## src/rtl/rv_pkg.sv

```systemverilog
// Shared RV32I definitions: ALU operation codes, base opcodes and register-file size.
package rv_pkg;
    localparam int NUM_REGS = 32;

    localparam logic [3:0] ALUOP_AND = 4'b0000;
    localparam logic [3:0] ALUOP_OR  = 4'b0001;
    localparam logic [3:0] ALUOP_ADD = 4'b0010;
    localparam logic [3:0] ALUOP_SLT = 4'b0100;
    localparam logic [3:0] ALUOP_XOR = 4'b0101;
    localparam logic [3:0] ALUOP_SUB = 4'b0110;
    localparam logic [3:0] ALUOP_SRL = 4'b1000;
    localparam logic [3:0] ALUOP_SLL = 4'b1001;
    localparam logic [3:0] ALUOP_SRA = 4'b1010;

    localparam logic [6:0] OPCODE_LOAD   = 7'b0000011;
    localparam logic [6:0] OPCODE_OP_IMM = 7'b0010011;
    localparam logic [6:0] OPCODE_AUIPC  = 7'b0010111;
    localparam logic [6:0] OPCODE_STORE  = 7'b0100011;
    localparam logic [6:0] OPCODE_OP     = 7'b0110011;
    localparam logic [6:0] OPCODE_LUI    = 7'b0110111;
    localparam logic [6:0] OPCODE_BRANCH = 7'b1100011;
    localparam logic [6:0] OPCODE_JALR   = 7'b1100111;
    localparam logic [6:0] OPCODE_JAL    = 7'b1101111;
endpackage

```

## src/rtl/exec_core_regfile.sv

```systemverilog
// 32-entry register file: two combinational read ports, one write port on posedge, x0 hardwired to 0.
module regfile
    import rv_pkg::*;
#(
    parameter int DATAWIDTH = 32
) (
    input  logic                 clk,
    input  logic                 rst,
    input  logic [4:0]           readReg1,
    input  logic [4:0]           readReg2,
    input  logic [4:0]           writeReg,
    input  logic [DATAWIDTH-1:0] writeData,
    input  logic                 write,
    output logic [DATAWIDTH-1:0] readData1,
    output logic [DATAWIDTH-1:0] readData2
);
    logic [DATAWIDTH-1:0] registers [0:NUM_REGS-1];

    always_ff @(posedge clk or negedge rst) begin
        if (!rst) begin
            for (int i = 0; i < NUM_REGS; i++) registers[i] <= '0;
        end else if (write && (writeReg != 5'd0)) begin
            registers[writeReg] <= writeData;
        end
    end

    // No write-to-read forwarding: a same-cycle read sees the pre-edge contents.
    always_comb begin
        readData1 = (readReg1 == 5'd0) ? '0 : registers[readReg1];
        readData2 = (readReg2 == 5'd0) ? '0 : registers[readReg2];
    end
endmodule

```

## src/rtl/exec_core.sv

```systemverilog
// Single-cycle RV32I execution core: register file feeding a combinational ALU.
module exec_core
    import rv_pkg::*;
#(
    parameter int DATAWIDTH = 32
) (
    input  logic                 clk,
    input  logic                 rst,
    input  logic [4:0]           readReg1,
    input  logic [4:0]           readReg2,
    input  logic [4:0]           writeReg,
    input  logic [DATAWIDTH-1:0] writeData,
    input  logic                 write,
    input  logic [DATAWIDTH-1:0] imm,
    input  logic                 alu_src,
    input  logic [3:0]           alu_op,
    output logic [DATAWIDTH-1:0] readData1,
    output logic [DATAWIDTH-1:0] readData2,
    output logic [DATAWIDTH-1:0] result,
    output logic                 zero
);
    logic [DATAWIDTH-1:0] op2;
    logic [4:0]           shamt;

    regfile #(.DATAWIDTH(DATAWIDTH)) u_regfile (
        .clk       (clk),
        .rst       (rst),
        .readReg1  (readReg1),
        .readReg2  (readReg2),
        .writeReg  (writeReg),
        .writeData (writeData),
        .write     (write),
        .readData1 (readData1),
        .readData2 (readData2)
    );

    always_comb begin
        op2   = alu_src ? imm : readData2;
        shamt = op2[4:0];
        case (alu_op)
            ALUOP_AND: result = readData1 & op2;
            ALUOP_OR:  result = readData1 | op2;
            ALUOP_ADD: result = readData1 + op2;
            ALUOP_SUB: result = readData1 - op2;
            ALUOP_XOR: result = readData1 ^ op2;
            ALUOP_SLT: result = {{(DATAWIDTH-1){1'b0}}, $signed(readData1) < $signed(op2)};
            ALUOP_SRL: result = readData1 >> shamt;
            ALUOP_SLL: result = readData1 << shamt;
            ALUOP_SRA: result = $unsigned($signed(readData1) >>> shamt);
            default:   result = '0;
        endcase
        zero = (result == '0);
    end
endmodule

```

## config.mk

```make
export PLATFORM = sky130hd
export DESIGN_NAME = exec_core
export DESIGN_NICKNAME = d
export VERILOG_FILES = /design/src/rtl/rv_pkg.sv /design/src/rtl/exec_core_regfile.sv /design/src/rtl/exec_core.sv
export SDC_FILE = /design/constraint.sdc
export NUM_CORES = 2
export LEC_CHECK = 0
export BUFFER_PORTS_ARGS = -buffer_cell sky130_fd_sc_hd__buf_2
export CAP_MARGIN = 20
export CORE_ASPECT_RATIO = 1.25
export CORE_MARGIN = 1
export CORE_UTILIZATION = 45
export DETAILED_ROUTE_END_ITERATION = 16
export PLACE_DENSITY_LB_ADDON = 0.08
export SETUP_SLACK_MARGIN = 0.02
export SLEW_MARGIN = 20
export SYNTH_ARGS = -nofsm -noshare
export SYNTH_HDL_FRONTEND = slang
export SYNTH_SLANG_ARGS = --single-unit
export TNS_END_PERCENT = 5
```

## constraint.sdc

```tcl
create_clock -name clk -period 8.3 [get_ports clk]
set_input_delay 0.415 -clock clk [delete_from_list [all_inputs] [get_ports clk]]
set_output_delay 0.415 -clock clk [all_outputs]
set_load 0.01 [all_outputs]
```

After elaboration in Yosys (flattened, before gate mapping) --
Cells that the tools add are included. W data, S select, Z words.
Word-level totals: register bits after elaboration 1024, bits of input ports 87, output and inout port bits 97, word-level logic and storage cells 76
Cells by class: add/subtract/negate cells 2, $lt $le $gt $ge 5, eq/ne operators 8, shifts and indexed selects 3, mux-type cells 13, bitwise operators 6, reductions and logical operators 7
Operator list (number):
- $bwmux W1024 | 1
- $bmux W32 S5 | 2
- $pmux W32 S9 | 1
- $mux W32 | 8
- $demux W32 S5 | 1
- $add A32 B32 Y32 | 1
- $and A32 B32 Y32 | 1
- $logic_not A32 Y1 | 1
- $lt A32 B32 Y1 | 1
- $or A32 B32 Y32 | 1
- $shl A32 B5 Y32 | 1
- $shr A32 B5 Y32 | 1
- $sshr A32 B5 Y32 | 1
- $sub A32 B32 Y32 | 1
- $xor A32 B32 Y32 | 1
- $ge A6 B6 Y1 const B | 3
- $not A5 Y6 | 3
- $eq A4 B3 Y1 const B | 3
- $eq A4 B4 Y1 const B | 3
- $logic_not A5 Y1 | 2
- $lt A6 B1 Y1 const B | 1
- $reduce_bool A5 Y1 | 1
- $eq A4 B1 Y1 const B | 1
- $eq A4 B2 Y1 const B | 1
- 2 further kinds | 3

Depth between registers and ports, before layout --
word-level depth 9, depth in mapped cells 29, mapped depth without buffers 22

By module --
A second synthesis with hierarchy kept.
Unflattened totals: cells, all modules 5076, area total of the unflattened synthesis 64177.8 um2
By module, submodules not included:
- regfile | times used 1, cells each 3621, area an instance 54369.6 um2, seq. area each 25624.6 um2
- exec_core | times used 1, cells each 1455, area an instance 9808.2 um2, seq. area each 0.0 um2

Least setup slack after synthesis --
Ideal clock, no wire load.
path kind input to output, start input port readReg2[0], end output port zero, arrival 7707 ps, data required time 7885 ps, slack 178 ps, stages on the path 27, path buffers 7, cells stage by stage buf_6 buf_6 buf_2 clkbuf_1 clkbuf_1 buf_1 mux4_2 mux4_2 mux2i_1 nor2_1 mux2i_1 ha_1 clkbuf_1 nor2b_1 o21a_1 o31a_1 a21oi_1 nor4b_1 o21ai_0 a31oi_1 xnor2_1 nor2_1 a211oi_1 or4_4 or4b_1 or4b_1 nor4b_2
On the way: longest elaborated chain between the ends 9, elaborated cells between the ends (all ways) 18, classes of those cells add/sub: 2; order compare: 1; shift: 3; mux: 6; bitwise: 4; reduce/logical: 2
Ends and longest elaborated chain:
- start: declaration | line exec_core.sv:10 | input logic [4:0] readReg2,
- $not A5 Y6 (implied by the code) | line exec_core_regfile.sv:30 | readData2 = (readReg2 == 5'd0) ? '0 : registers[readReg2];
- $bmux W32 S5 | line exec_core_regfile.sv:30
- $mux W32 (implied by the code) (2 in series) | line exec_core_regfile.sv:30
- $mux W32 (*) | line exec_core_regfile.sv:30
- named net readData2[7] | line exec_core.sv:18 | output logic [DATAWIDTH-1:0] readData2,
- $mux W32 (*) | line exec_core.sv:38 | op2 = alu_src ? imm : readData2;
- $sub A32 B32 Y32 or $add A32 B32 Y32 (tied branches) | line exec_core.sv:44, exec_core.sv:43
- $pmux W32 S9 (*) | line exec_core.sv:40 | case (alu_op)
- named net result[19] | line exec_core.sv:19 | output logic [DATAWIDTH-1:0] result,
- $logic_not A32 Y1 (*) | line exec_core.sv:52 | zero = (result == '0);
- end: declaration | line exec_core.sv:20 | output logic zero
Mark *: on every way through the listed nets, which the timed path passes. The rest lies on a longest branch. The select of a mux whose other input is x is not followed.

Final worst setup path --
start register u_regfile.registers[8] in the netlist's numbering, end output port zero
On the way: longest elaborated chain between the ends 8, elaborated cells between the ends (all ways) 20, classes of those cells add/sub: 2; order compare: 1; shift: 3; mux: 10; bitwise: 3; reduce/logical: 1
Ends and longest elaborated chain:
- start: declaration | line exec_core_regfile.sv:17 | logic [DATAWIDTH-1:0] registers [0:NUM_REGS-1];
- start signal: indexed assignment | line exec_core_regfile.sv:23 | registers[writeReg] <= writeData;
- $bmux W32 S5 | line exec_core_regfile.sv:30
- $mux W32 (implied by the code) (2 in series) | line exec_core_regfile.sv:30
- $mux W32 | line exec_core_regfile.sv:30
- $mux W32 | line exec_core.sv:38
- $sub A32 B32 Y32, or another cell as far along | line exec_core.sv:44 | ALUOP_SUB: result = readData1 - op2;
- $pmux W32 S9 (*) | line exec_core.sv:40
- $logic_not A32 Y1 (*) | line exec_core.sv:52
Mark *: on every way between the ends. The rest lies on a longest branch, timed or not. The select of a mux whose other input is x is not followed.

==> qor.txt <==
Peak Freq: 0.123 GHz
Layout Area Growth over Synthesis: 10.9%
count of cell types in the netlist: 112
DRC: 0
via/cell ratio: 6.72
clk_lat worst skew: 0.74 ns
CTS Buffer Depth: 3
Synth Area in XOR/XNOR: 0.00300
measured slew at the worst slew-check pin: 1.19 ns
Layout Nets: 5254
Worst-path clk slew: 0.06 ns
Iter 0 DRT Violations: 4502
RSZ-0062 raised after global routing: no
crit start category: flop
Clock Root Buffer: clkbuf_16
Post-Place Cell Area: 67500 um^2
power per cell area: 234 nW/um^2
I/O pins: 184
GRT Total Usage: 0.348
combinational share of power: 0.296
net switching power: 5.39 mW
Tot Pwr: 16.6 mW
Most used DFF post-synth: dfrtp_1
mapped cell area: 64200 um^2
drt wl/cell: 35.7 um
CTS tree: built
mux cell area share after synthesis: 0.396
first-pass GRT wire length: 361 mm
starting density of the core: 0.454
required time worst endpoint: 7.89 ns
worst path arrival time: 7.72 ns
I/O Buffers: 183
DRT Wirelength: 251 mm
crit path kind: flop to output port
Final Cycle Share: 0.980
Detail Route Antenna Nets: 0
DP HPWL: 161 mm
asr flop ratio synth: 1.00
DIE HEIGHT: 424 um
largest family of logic cells by synthesized area: multiplexers
Fin Hold WS: 0.239 ns
crit path time final: 8.14 ns
TritonCTS buffer count: 108
DIE WIDTH: 340 um
first drt pass iteration count: 6
Mean Syn Cell Area: 12.7 um^2
worst hold path class: input port to asynchronous set/reset pin
CORE AREA: 141000 um^2
Fin. Hold Viols: 0
Int Power: 11.2 mW
max cap viols: 0
Adder-Cell Fraction of Synth Area: 0.0195
max reg flops: 1024
largest registers: u_regfile.registers x1024
setup total negative slack: 0 ns
Crit. End Element: output port
largest net degree at the start of global routing: 186
crit path max fanout: 6
Synth Instances: 5042
clk sinks: 1024
Post-Synth Simple-Gate Area: 0.0486
Setup Skew: 0 ns
design area: 71200 um^2
post-synthesis compound-gate area fraction: 0.0899
Mapped Nets: 5228
EDFF count, synth: 0
Syn. warnings: 0
worst vdd ir: 0.170 mV
placer congestion estimate: 1.04
#FFs+latches synth: 1024
status: complete, no violations
FP Rows: 154
H-Tree Level Count: 3
switching share of power: 0.324
vias: 47231
initial antenna violation count: 16
leakage: 31.0 nW
Seq/Total Area, Yosys: 0.399
Finished Core Util: 0.504
final setup vio count: 0
vias in the first global route: 48525
Die ar.: 144000 um^2
Most flops, register: u_regfile.registers
Pins Over Slew Limit: 0
Reg power frac: 0.400
clock power share: 0.304
Max-slew headroom: 0.201
layout cells sized above 1: 0.432
Congestion Overflow GR: 0
==> cells in the mapped netlist (66+ instances only) <==
| library cell | number | area (um^2) |
|---|---|---|
| mux2_2 | 1032 | 11600 |
| dfrtp_1 | 1024 | 25600 |
| mux4_2 | 462 | 10400 |
| mux2i_1 | 327 | 3270 |
| clkbuf_1 | 316 | 1190 |
| nor2_1 | 217 | 815 |
| nand2_1 | 132 | 495 |
| o21ai_0 | 126 | 631 |
| a21oi_1 | 123 | 616 |
| ha_1 | 97 | 1210 |
| inv_1 | 89 | 334 |
| buf_1 | 80 | 300 |
| buf_2 | 66 | 330 |
==> routing by layer <==
layer	wire length, um	GRT usage	vias to the layer above
li1	-	-	19429
met4	12900	0.164	18
met3	15800	0.0551	608
met5	119	0	-
met2	118000	0.559	1961
met1	104000	0.462	25215
==> repair_timing <==
item | CTS | global route
cloned | 0 | 0
endpoints found under the setup margin | 1 | 1
hold buffers | 1 | 0
resized for setup | 1 | 6
buffers inserted | 0 | 0
endpoints found under the hold margin | 74 | 0
==> per-stage QoR <==
stage	setup slack [ns]	std cells
after detailed placement	0.000593	6829
after CTS	0.171	7028
after global routing	0.0406	7028
after floorplan	0.178	5042
after global placement	0.00494	6829
final	0.163	7032
==> power groups by stage <==
stage	registers [mW]	logic, mW	clock network [mW]
6_report	6.66	4.92	5.05
5_1_grt	6.77	5.21	5.33
4_1_cts	6.63	4.87	5.14
3_5_place_dp	6.72	4.85	0
3_3_place_gp	6.68	4.81	0
2_1_floorplan	6.46	3.36	0
==> cell type report <==
cell class | count | area [um^2]
antenna | 4 | 10.0
clock inverter | 36 | 465
timing repair buffer | 433 | 3120
inverter | 102 | 400
multi-input combinational | 3399 | 36000
sequential | 1024 | 25600
fill | 12409 | 70100
clock buffer | 162 | 3180
tap | 1872 | 2340
==> final timing paths <==
| path | start | to | slack (ns) | depth (start not counted) |
|---|---|---|---|---|
| worst min register to register | u_regfile.registers[1004] | u_regfile.registers[1004] | 0.40 | 0 |
| worst max register to register | u_regfile.registers[7] | u_regfile.registers[7] | 7.49 | 1 |
| max in group asynchronous | rst | u_regfile.registers[30] | 5.80 | 4 |
| min in group clk | writeData[13] | u_regfile.registers[749] | 0.29 | 2 |
| worst max-delay path | u_regfile.registers[8] | zero | 0.16 | 21 |
| worst min-delay path | rst | u_regfile.registers[333] | 0.24 | 2 |
==> worst max-delay path, cell delays in order, from the launching register on <==
cell	delay, ns
dfrtp_1	0.40
mux4_2	0.46
mux4_2	0.50
mux2i_1	0.43
nor2_1	0.13
mux2_2	0.30
ha_1	0.37
buf_4	0.18
a21oi_1	0.08
nor4_1	0.52
nor4b_1	0.13
buf_4	0.17
o21ai_0	0.55
a31oi_1	0.21
xnor2_1	0.16
nor2_1	0.09
a211oi_1	0.07
or4_4	0.60
or4b_1	0.61
or4b_1	0.54
nor4b_2	0.26
buf_2	0.17
==> cell families (layout without fill, tap and decap cells) <==
group / after synthesis / in the layout
muxes: 1826 / 1826
other: 0 / 4
and+or+nand+nor: 639 / 639
adders and majority gates: 99 / 99
AOI/OAI and AO/OA: 813 / 813
buffers and inverters: 619 / 733
xor gates and xnor gates: 22 / 22
DFF: 1024 / 1024
==> layout by cell type, fill, tap and decap left out, types with 28 or more instances in the layout <==
master,count
nor2_1,205
nor2b_1,30
ha_1,97
a22oi_1,63
a31oi_1,29
inv_1,88
nand3_1,38
nand2b_1,28
clkbuf_1,28
dfrtp_1,1024
o21ai_0,126
mux4_2,462
buf_2,174
o211ai_1,56
o22ai_1,62
a211oi_1,38
o221ai_1,36
mux2i_1,326
buf_4,230
mux2_2,1032
nand2_1,121
a21oi_1,123
clkbuf_16,109
nor3_1,41
Power figures use the tool's default switching activity.
